`config.mk`:
```
export PLATFORM = sky130hd
export DESIGN_NAME = reg_write_arbiter_flat
export DESIGN_NICKNAME = d
export VERILOG_FILES = /design/src/rtl/reg_write_arbiter_if.sv /design/src/rtl/reg_write_arbiter.sv /design/src/flat_wrapper.sv
export SDC_FILE = /design/constraint.sdc
export NUM_CORES = 1
export LEC_CHECK = 0
export CAP_MARGIN = 20
export CORE_MARGIN = 3
export CORE_UTILIZATION = 36
export CTS_CLUSTER_SIZE = 16
export DETAILED_ROUTE_END_ITERATION = 12
export GPL_TIMING_DRIVEN = 0
export PLACE_DENSITY = 0.86
export SLEW_MARGIN = 0
export SYNTH_ARGS = -nofsm -noshare
export SYNTH_HDL_FRONTEND = slang
export SYNTH_SLANG_ARGS = --single-unit
```
`constraint.sdc`:
```
create_clock -name clk -period 2.24 [get_ports clk]
set_clock_uncertainty 0.15 [all_clocks]
set_input_delay 0.448 -clock clk [delete_from_list [all_inputs] [get_ports clk]]
set_output_delay 0.448 -clock clk [all_outputs]
set_load 0.005 [all_outputs]
```
`src/rtl/reg_write_arbiter_if.sv`:
```
// rtl/reg_write_arbiter_if.sv - requester/bank bus between writeback ports and reg_write_arbiter
interface reg_write_arbiter_if #(
    parameter int NREQ   = 4,
    parameter int WIDTH  = 8,
    parameter int NREG   = 4,
    parameter int ADDR_W = 2
);
    localparam int ID_W = (NREQ > 1) ? $clog2(NREQ) : 1;

    logic [NREQ-1:0]        req_valid;
    logic [NREQ-1:0]        req_ready;
    logic [NREQ*ADDR_W-1:0] req_addr;
    logic [NREQ*WIDTH-1:0]  req_data;
    logic [NREQ-1:0]        req_lock;
    logic                   bank_stall;
    logic [NREG-1:0]        reg_en;
    logic [WIDTH-1:0]       reg_data;
    logic [ID_W-1:0]        grant_id;
    logic                   wr_valid;
    logic                   addr_err;

    modport master (
        output req_valid, req_addr, req_data, req_lock, bank_stall,
        input  req_ready, reg_en, reg_data, grant_id, wr_valid, addr_err
    );

    modport slave (
        input  req_valid, req_addr, req_data, req_lock, bank_stall,
        output req_ready, reg_en, reg_data, grant_id, wr_valid, addr_err
    );
endinterface

```
`src/rtl/reg_write_arbiter.sv`:
```
// rtl/reg_write_arbiter.sv - round-robin write arbiter for an enable-gated register bank
// Optional burst lock when ARB_LOCK_EN is defined.
module reg_write_arbiter #(
    parameter int NREQ     = 4,
    parameter int WIDTH    = 8,
    parameter int NREG     = 4,
    parameter int ADDR_W   = 2,
    parameter int LOCK_MAX = 4
) (
    input  logic              clk,
    input  logic              reset,
    reg_write_arbiter_if.slave bus
);
    localparam int ID_W = (NREQ > 1) ? $clog2(NREQ) : 1;

    logic [ID_W-1:0]   rr_ptr;
    logic [ID_W-1:0]   ptr_d;
    logic [ID_W-1:0]   win;
    logic [ID_W-1:0]   win_nxt;
    logic [ID_W-1:0]   idx;
    logic              found;
    logic              accept;
    logic [ADDR_W-1:0] w_addr;
    logic [WIDTH-1:0]  w_data;
    logic              addr_ok;

`ifdef ARB_LOCK_EN
    typedef enum logic {RR, LOCKED} state_t;
    state_t     state_q, state_d;
    logic [2:0] cnt_q, cnt_d;
    logic       w_lock;
`endif

    // Search starts at rr_ptr and wraps; the first valid requester wins.
    always_comb begin
        found = 1'b0;
        win   = '0;
        idx   = '0;
        for (int i = 0; i < NREQ; i++) begin
            idx = ID_W'((int'(rr_ptr) + i) % NREQ);
            if (!found && bus.req_valid[idx]) begin
                found = 1'b1;
                win   = idx;
            end
        end
    end

    assign accept        = found & ~bus.bank_stall & ~reset;
    assign bus.req_ready = accept ? (NREQ'(1) << win) : '0;
    assign win_nxt       = ID_W'((int'(win) + 1) % NREQ);
    assign w_addr        = bus.req_addr[win*ADDR_W +: ADDR_W];
    assign w_data        = bus.req_data[win*WIDTH +: WIDTH];
    assign addr_ok       = int'(w_addr) < NREG;
`ifdef ARB_LOCK_EN
    assign w_lock        = bus.req_lock[win];
`endif

    always_comb begin
        ptr_d = rr_ptr;
`ifdef ARB_LOCK_EN
        state_d = state_q;
        cnt_d   = cnt_q;
        if (!bus.bank_stall) begin
            case (state_q)
                RR: begin
                    if (accept && w_lock) begin
                        state_d = LOCKED;
                        cnt_d   = cnt_q + 3'd1;
                        ptr_d   = win;
                    end else if (accept) begin
                        ptr_d = win_nxt;
                    end
                end
                LOCKED: begin
                    // rr_ptr holds the owner, so the owner always wins while valid.
                    if (accept && win == rr_ptr && w_lock) begin
                        if (int'(cnt_q) + 1 >= LOCK_MAX) begin
                            state_d = RR;
                            cnt_d   = '0;
                            ptr_d   = win_nxt;
                        end else begin
                            cnt_d = cnt_q + 3'd1;
                            ptr_d = win;
                        end
                    end else begin
                        state_d = RR;
                        cnt_d   = '0;
                        if (accept) ptr_d = win_nxt;
                    end
                end
                default: begin
                    state_d = RR;
                    cnt_d   = '0;
                end
            endcase
        end
`else
        if (accept) ptr_d = win_nxt;
`endif
    end

`ifdef ARB_LOCK_EN
    always_ff @(posedge clk or posedge reset) begin
        if (reset) begin
            state_q <= RR;
            cnt_q   <= '0;
        end else begin
            state_q <= state_d;
            cnt_q   <= cnt_d;
        end
    end
`endif

    // Stall freezes the whole output stage so the bank sees the same write repeated.
    always_ff @(posedge clk or posedge reset) begin
        if (reset) begin
            rr_ptr       <= '0;
            bus.reg_en   <= '0;
            bus.reg_data <= '0;
            bus.grant_id <= '0;
            bus.wr_valid <= 1'b0;
            bus.addr_err <= 1'b0;
        end else if (!bus.bank_stall) begin
            rr_ptr <= ptr_d;
            if (accept) begin
                bus.grant_id <= win;
                bus.reg_data <= w_data;
                if (addr_ok) begin
                    bus.reg_en   <= NREG'(1) << w_addr;
                    bus.wr_valid <= 1'b1;
                    bus.addr_err <= 1'b0;
                end else begin
                    bus.reg_en   <= '0;
                    bus.wr_valid <= 1'b0;
                    bus.addr_err <= 1'b1;
                end
            end else begin
                bus.reg_en   <= '0;
                bus.wr_valid <= 1'b0;
                bus.addr_err <= 1'b0;
            end
        end
    end
endmodule

```
`src/flat_wrapper.sv`:
```
// flat-port wrapper written by rule: the top's interface ports become plain ports
module reg_write_arbiter_flat 
#(
    parameter int NREQ     = 4,
    parameter int WIDTH    = 8,
    parameter int NREG     = 4,
    parameter int ADDR_W   = 2,
    parameter int LOCK_MAX = 4
)
  (clk, reset, bus_req_valid, bus_req_addr, bus_req_data, bus_req_lock, bus_bank_stall, bus_req_ready, bus_reg_en, bus_reg_data, bus_grant_id, bus_wr_valid, bus_addr_err);
  reg_write_arbiter_if #(.NREQ(NREQ), .WIDTH(WIDTH), .NREG(NREG), .ADDR_W(ADDR_W)) bus_i ();
  input  logic clk;
  input  logic reset;
  input wire logic [$bits(bus_i.req_valid)-1:0] bus_req_valid;
  input wire logic [$bits(bus_i.req_addr)-1:0] bus_req_addr;
  input wire logic [$bits(bus_i.req_data)-1:0] bus_req_data;
  input wire logic [$bits(bus_i.req_lock)-1:0] bus_req_lock;
  input wire logic [$bits(bus_i.bank_stall)-1:0] bus_bank_stall;
  output wire logic [$bits(bus_i.req_ready)-1:0] bus_req_ready;
  output wire logic [$bits(bus_i.reg_en)-1:0] bus_reg_en;
  output wire logic [$bits(bus_i.reg_data)-1:0] bus_reg_data;
  output wire logic [$bits(bus_i.grant_id)-1:0] bus_grant_id;
  output wire logic [$bits(bus_i.wr_valid)-1:0] bus_wr_valid;
  output wire logic [$bits(bus_i.addr_err)-1:0] bus_addr_err;
  assign bus_i.req_valid = bus_req_valid;
  assign bus_i.req_addr = bus_req_addr;
  assign bus_i.req_data = bus_req_data;
  assign bus_i.req_lock = bus_req_lock;
  assign bus_i.bank_stall = bus_bank_stall;
  assign bus_req_ready = bus_i.req_ready;
  assign bus_reg_en = bus_i.reg_en;
  assign bus_reg_data = bus_i.reg_data;
  assign bus_grant_id = bus_i.grant_id;
  assign bus_wr_valid = bus_i.wr_valid;
  assign bus_addr_err = bus_i.addr_err;
  reg_write_arbiter #(.NREQ(NREQ), .WIDTH(WIDTH), .NREG(NREG), .ADDR_W(ADDR_W), .LOCK_MAX(LOCK_MAX)) u_core (.clk(clk), .reset(reset), .bus(bus_i));
endmodule
```
==> summary.log <==
qor: final_layout.nNetsFinal 253
qor: sta.fin_tns_setup -1.18 ns
qor: min_path.min_from u_core.bus.reg_data[6]$_DFFE_PP0P_
qor: routing.detail_route.wl_per_cell 16.8 um
qor: critical_path.worst-setup-path-type reg -> out
qor: final_layout.core_util_final 72.5%
qor: yosys.synthesis.area_per_instance 9.99 um2
qor: clock_tree.clk_path_buf_depth 2
qor: clock_tree.cts-htree-levels 1
qor: critical_path.worst_ep_arrival_time 1.95 ns
qor: sta.worst-slew-pin-transition 0.668 ns
qor: power_and_ir_drop.vdd_drop_max 0.438 mV
qor: final_layout.layout-drive-gt1-share 23.9%
qor: floorplanning.fp.dieArea 0.00384 mm2
qor: critical_path.crit-reg2reg-launch u_core.rr_ptr[1]$_DFFE_PP0P_
qor: status.outcome complete, but fails checks
qor: place.port_buffers 65
qor: routing.detailedRoute.firstIterationViolations 61
qor: routing.route.detailed.drc 0
qor: global_route.grt_first_pass_wirelength 6.15 mm
qor: floorplanning.top_level_ports 71
qor: final_layout.seq_cell_area 425 um2
qor: place.preCtsSetupSlack -1.11 ns
qor: floorplanning.fp.dieW 62.0 um
qor: routing.via_to_cell_ratio 5.06
qor: routing.firstDrtPassIters 4
qor: final_layout.layoutNonFillerInstCount 239
qor: sta.rsz_0062_raised_after_global_routing true
qor: floorplanning.start_util 39.2%
qor: global_route.grt_max_degree 18
qor: clock_tree.tritoncts yes
qor: power_and_ir_drop.power-per-cell-area 787 mW/mm2
qor: yosys.synth-seq-cells 17
qor: sta.finalSetupViolCount 4
qor: sta.timing.final.hold_violations 0
qor: sta.timing.final.crit_share 114%
qor: sta.layout_min_cycle_time 2.54 ns
qor: floorplanning.fp.coreArea 0.00288 mm2
qor: critical_path.crit_path_end_kind output port
qor: routing.drt_wl_total 4.03 mm
qor: clock_tree.ctsRootBufferMaster clkbuf_4
qor: sta.slew_headroom 55.4%
qor: sta.layout_setup_ws -0.303 ns
qor: yosys.yosysSeqAreaShare 37.7%
qor: critical_path.setup.worst_path.start u_core.rr_ptr[1]$_DFFE_PP0P_
qor: job.max_cap_viol_count 0
qor: final_layout.fill_cells 199
qor: yosys.synthDominantCellAreaShare 37.7%
qor: global_route.vias_in_the_first_global_route 1300
qor: critical_path.startpoint_type flip-flop
qor: yosys.yosys_warnings 0
qor: clock_tree.path_clk_slew 0.11 ns
qor: routing.dr_total_vias 1209
qor: yosys.synth_cell_types 29
qor: critical_path.cp.required 1.64 ns
qor: sta.max_freq 393 MHz
qor: critical_path.largest_fanout_on_the_critical_path 6
qor: yosys.synthesis.area 0.00113 mm2
qor: floorplanning.die_height 62.0 um
qor: routing.final_antenna_violating_net_count 0
qor: clock_tree.worstSkewPairLatency 0.30 ns
qor: min_path.worstHoldPathType reg -> reg
qor: place.finalWeightedCongestion 0.765
qor: clock_tree.number_of_buffers_created_by_cts 3
qor: place.post-place-cells 220
qor: place.dpl.hpwl 2.93 mm
qor: final_layout.footprint_of_the_multi_input_gates 724 um2
qor: clock_tree.cts-hold-fix-buffers 0
qor: global_route.antenna_found_initial 0
qor: yosys.synth_area_leaders dfrtp_1 38%, mux2i_1 20%, nand2_1 8.0%
qor: final_layout.area_growth_from_synthesis_to_layout 84.7%
qor: global_route.gr-total-overflow 0
qor: clock_tree.numClockSinks 17
qor: yosys.synth_nets 168
qor: final_layout.antenna_cells 0
qor: yosys.netlist_instances 113
qor: sta.slew_viol_final 0
qor: yosys.synth.largest_area_cell dfrtp_1
qor: floorplanning.num_rows 19
qor: power_and_ir_drop.p_leak 0.958 nW
qor: global_route.global_route.usage.total 22.8%
qor: status.failed_checks setup timing
## per-stage QoR
| step | hold slack, ns | power (mW) | cell area [um2] |
|---|---|---|---|
| final | 0.360 | 1.64 | 2080 |
| after global routing | 0.387 | 1.74 | 2080 |
| after CTS | 0.360 | 1.59 | 2060 |
| after detailed placement | 0.328 | 1.21 | 1830 |
| after global placement | 0.318 | 1.19 | 1830 |
| after floorplan | 0.224 | 0.856 | 1130 |
## power by group
part | total, mW | internal [mW] | switching, mW
clock | 0.177 | 0.0695 | 0.108
combinational | 1.00 | 0.591 | 0.409
sequential | 0.462 | 0.400 | 0.0622
total | 1.64 | 1.06 | 0.579
## metal layers
metal | up-vias | track usage [%] | share of wire [%]
met5 | - | 0 | 0
met4 | 0 | 9.39 | 1.8
met3 | 10 | 4.96 | 3.4
met2 | 37 | 41.0 | 56
met1 | 586 | 26.0 | 39
li1 | 576 | - | -
## Yosys cell counts (all sizes together)
master and count:
nand2 24, mux2i 22, dfrtp 17, o221ai 9, buf 5, inv 5
a21oi 4, and2 4, ha 4, a22o 2, nor3b 2, o21a 2
o21ai 2, a21o 1, a32o 1, clkbuf 1, conb 1, mux2 1
nand2b 1, nor3 1, nor4 1, o22ai 1, o32a 1, or3 1
## worst max-delay path: stages, from the launching register on
cell and delay [ns]:
dfrtp_1 0.39, buf_6 0.14, mux2i_2 0.15, a21oi_2 0.20
nand2_2 0.10, buf_8 0.14, buf_6 0.12, inv_6 0.06
ha_4 0.12, and2_4 0.13, buf_6 0.09
## state kept, by name, indices dropped and copies added, names as in the netlist
signal and flops:
u_core.bus.grant_id 2, u_core.rr_ptr 2, u_core.bus.wr_valid 1, u_core.bus.reg_en 4
u_core.bus.reg_data 8
## layout by cell type, fill, tap and decap left out, drive strengths merged
cell	count
a21o	1
clkdlybuf4s50	56
o21ai	2
mux2i	22
a32o	1
a22o	2
dlymetal6s2s	1
or3	1
o22ai	1
inv	5
and2	4
nand2b	1
clkbuf	5
conb	1
dlygate4sd2	4
nor3b	2
nand2	24
o21a	2
o221ai	9
mux2	1
dfrtp	17
o32a	1
ha	4
nor3	1
buf	24
a21oi	4
nor4	1
## what timing repair did
action,CTS,global route
setup endpoints to repair,15,6
buffers inserted,13,2
resized for setup,47,3
endpoints found under the hold margin,0,0
pin swaps,3,2
## final cells by class
class	count	share of cell area, %
tap	42	2.52
timing repair buffer	80	36.9
multi-input combinational	85	34.8
sequential	17	20.4
buffer	6	3.00
clock buffer	4	1.26
inverter	5	1.14
## worst paths after layout
path,to,slack [ns],depth (start not counted)
setup / recovery,bus_req_ready[3],-0.30,10
hold / removal,u_core.bus.reg_data[6]$_DFFE_PP0P_,0.36,2
setup reg to reg,u_core.bus.reg_en[2]$_DFFE_PP0N_,0.13,9
hold reg to reg,u_core.bus.reg_data[6]$_DFFE_PP0P_,0.36,2
max in group asynchronous,u_core.bus.reg_data[7]$_DFFE_PP0P_,1.04,2
min in group asynchronous,u_core.bus.wr_valid$_DFFE_PP0N_,0.47,2
## cells by family after synthesis
logic type	share of synthesized area (%)
AND/OR/NAND/NOR	14.1
other	0.332
adder cells (fa/ha/maj)	4.43
buffers and inverters	5.76
flip-flops	37.7
multiplexers	20.5
AO/OA/AOI/OAI	17.2
No activity file was read; power rests on OpenSTA's default activity.
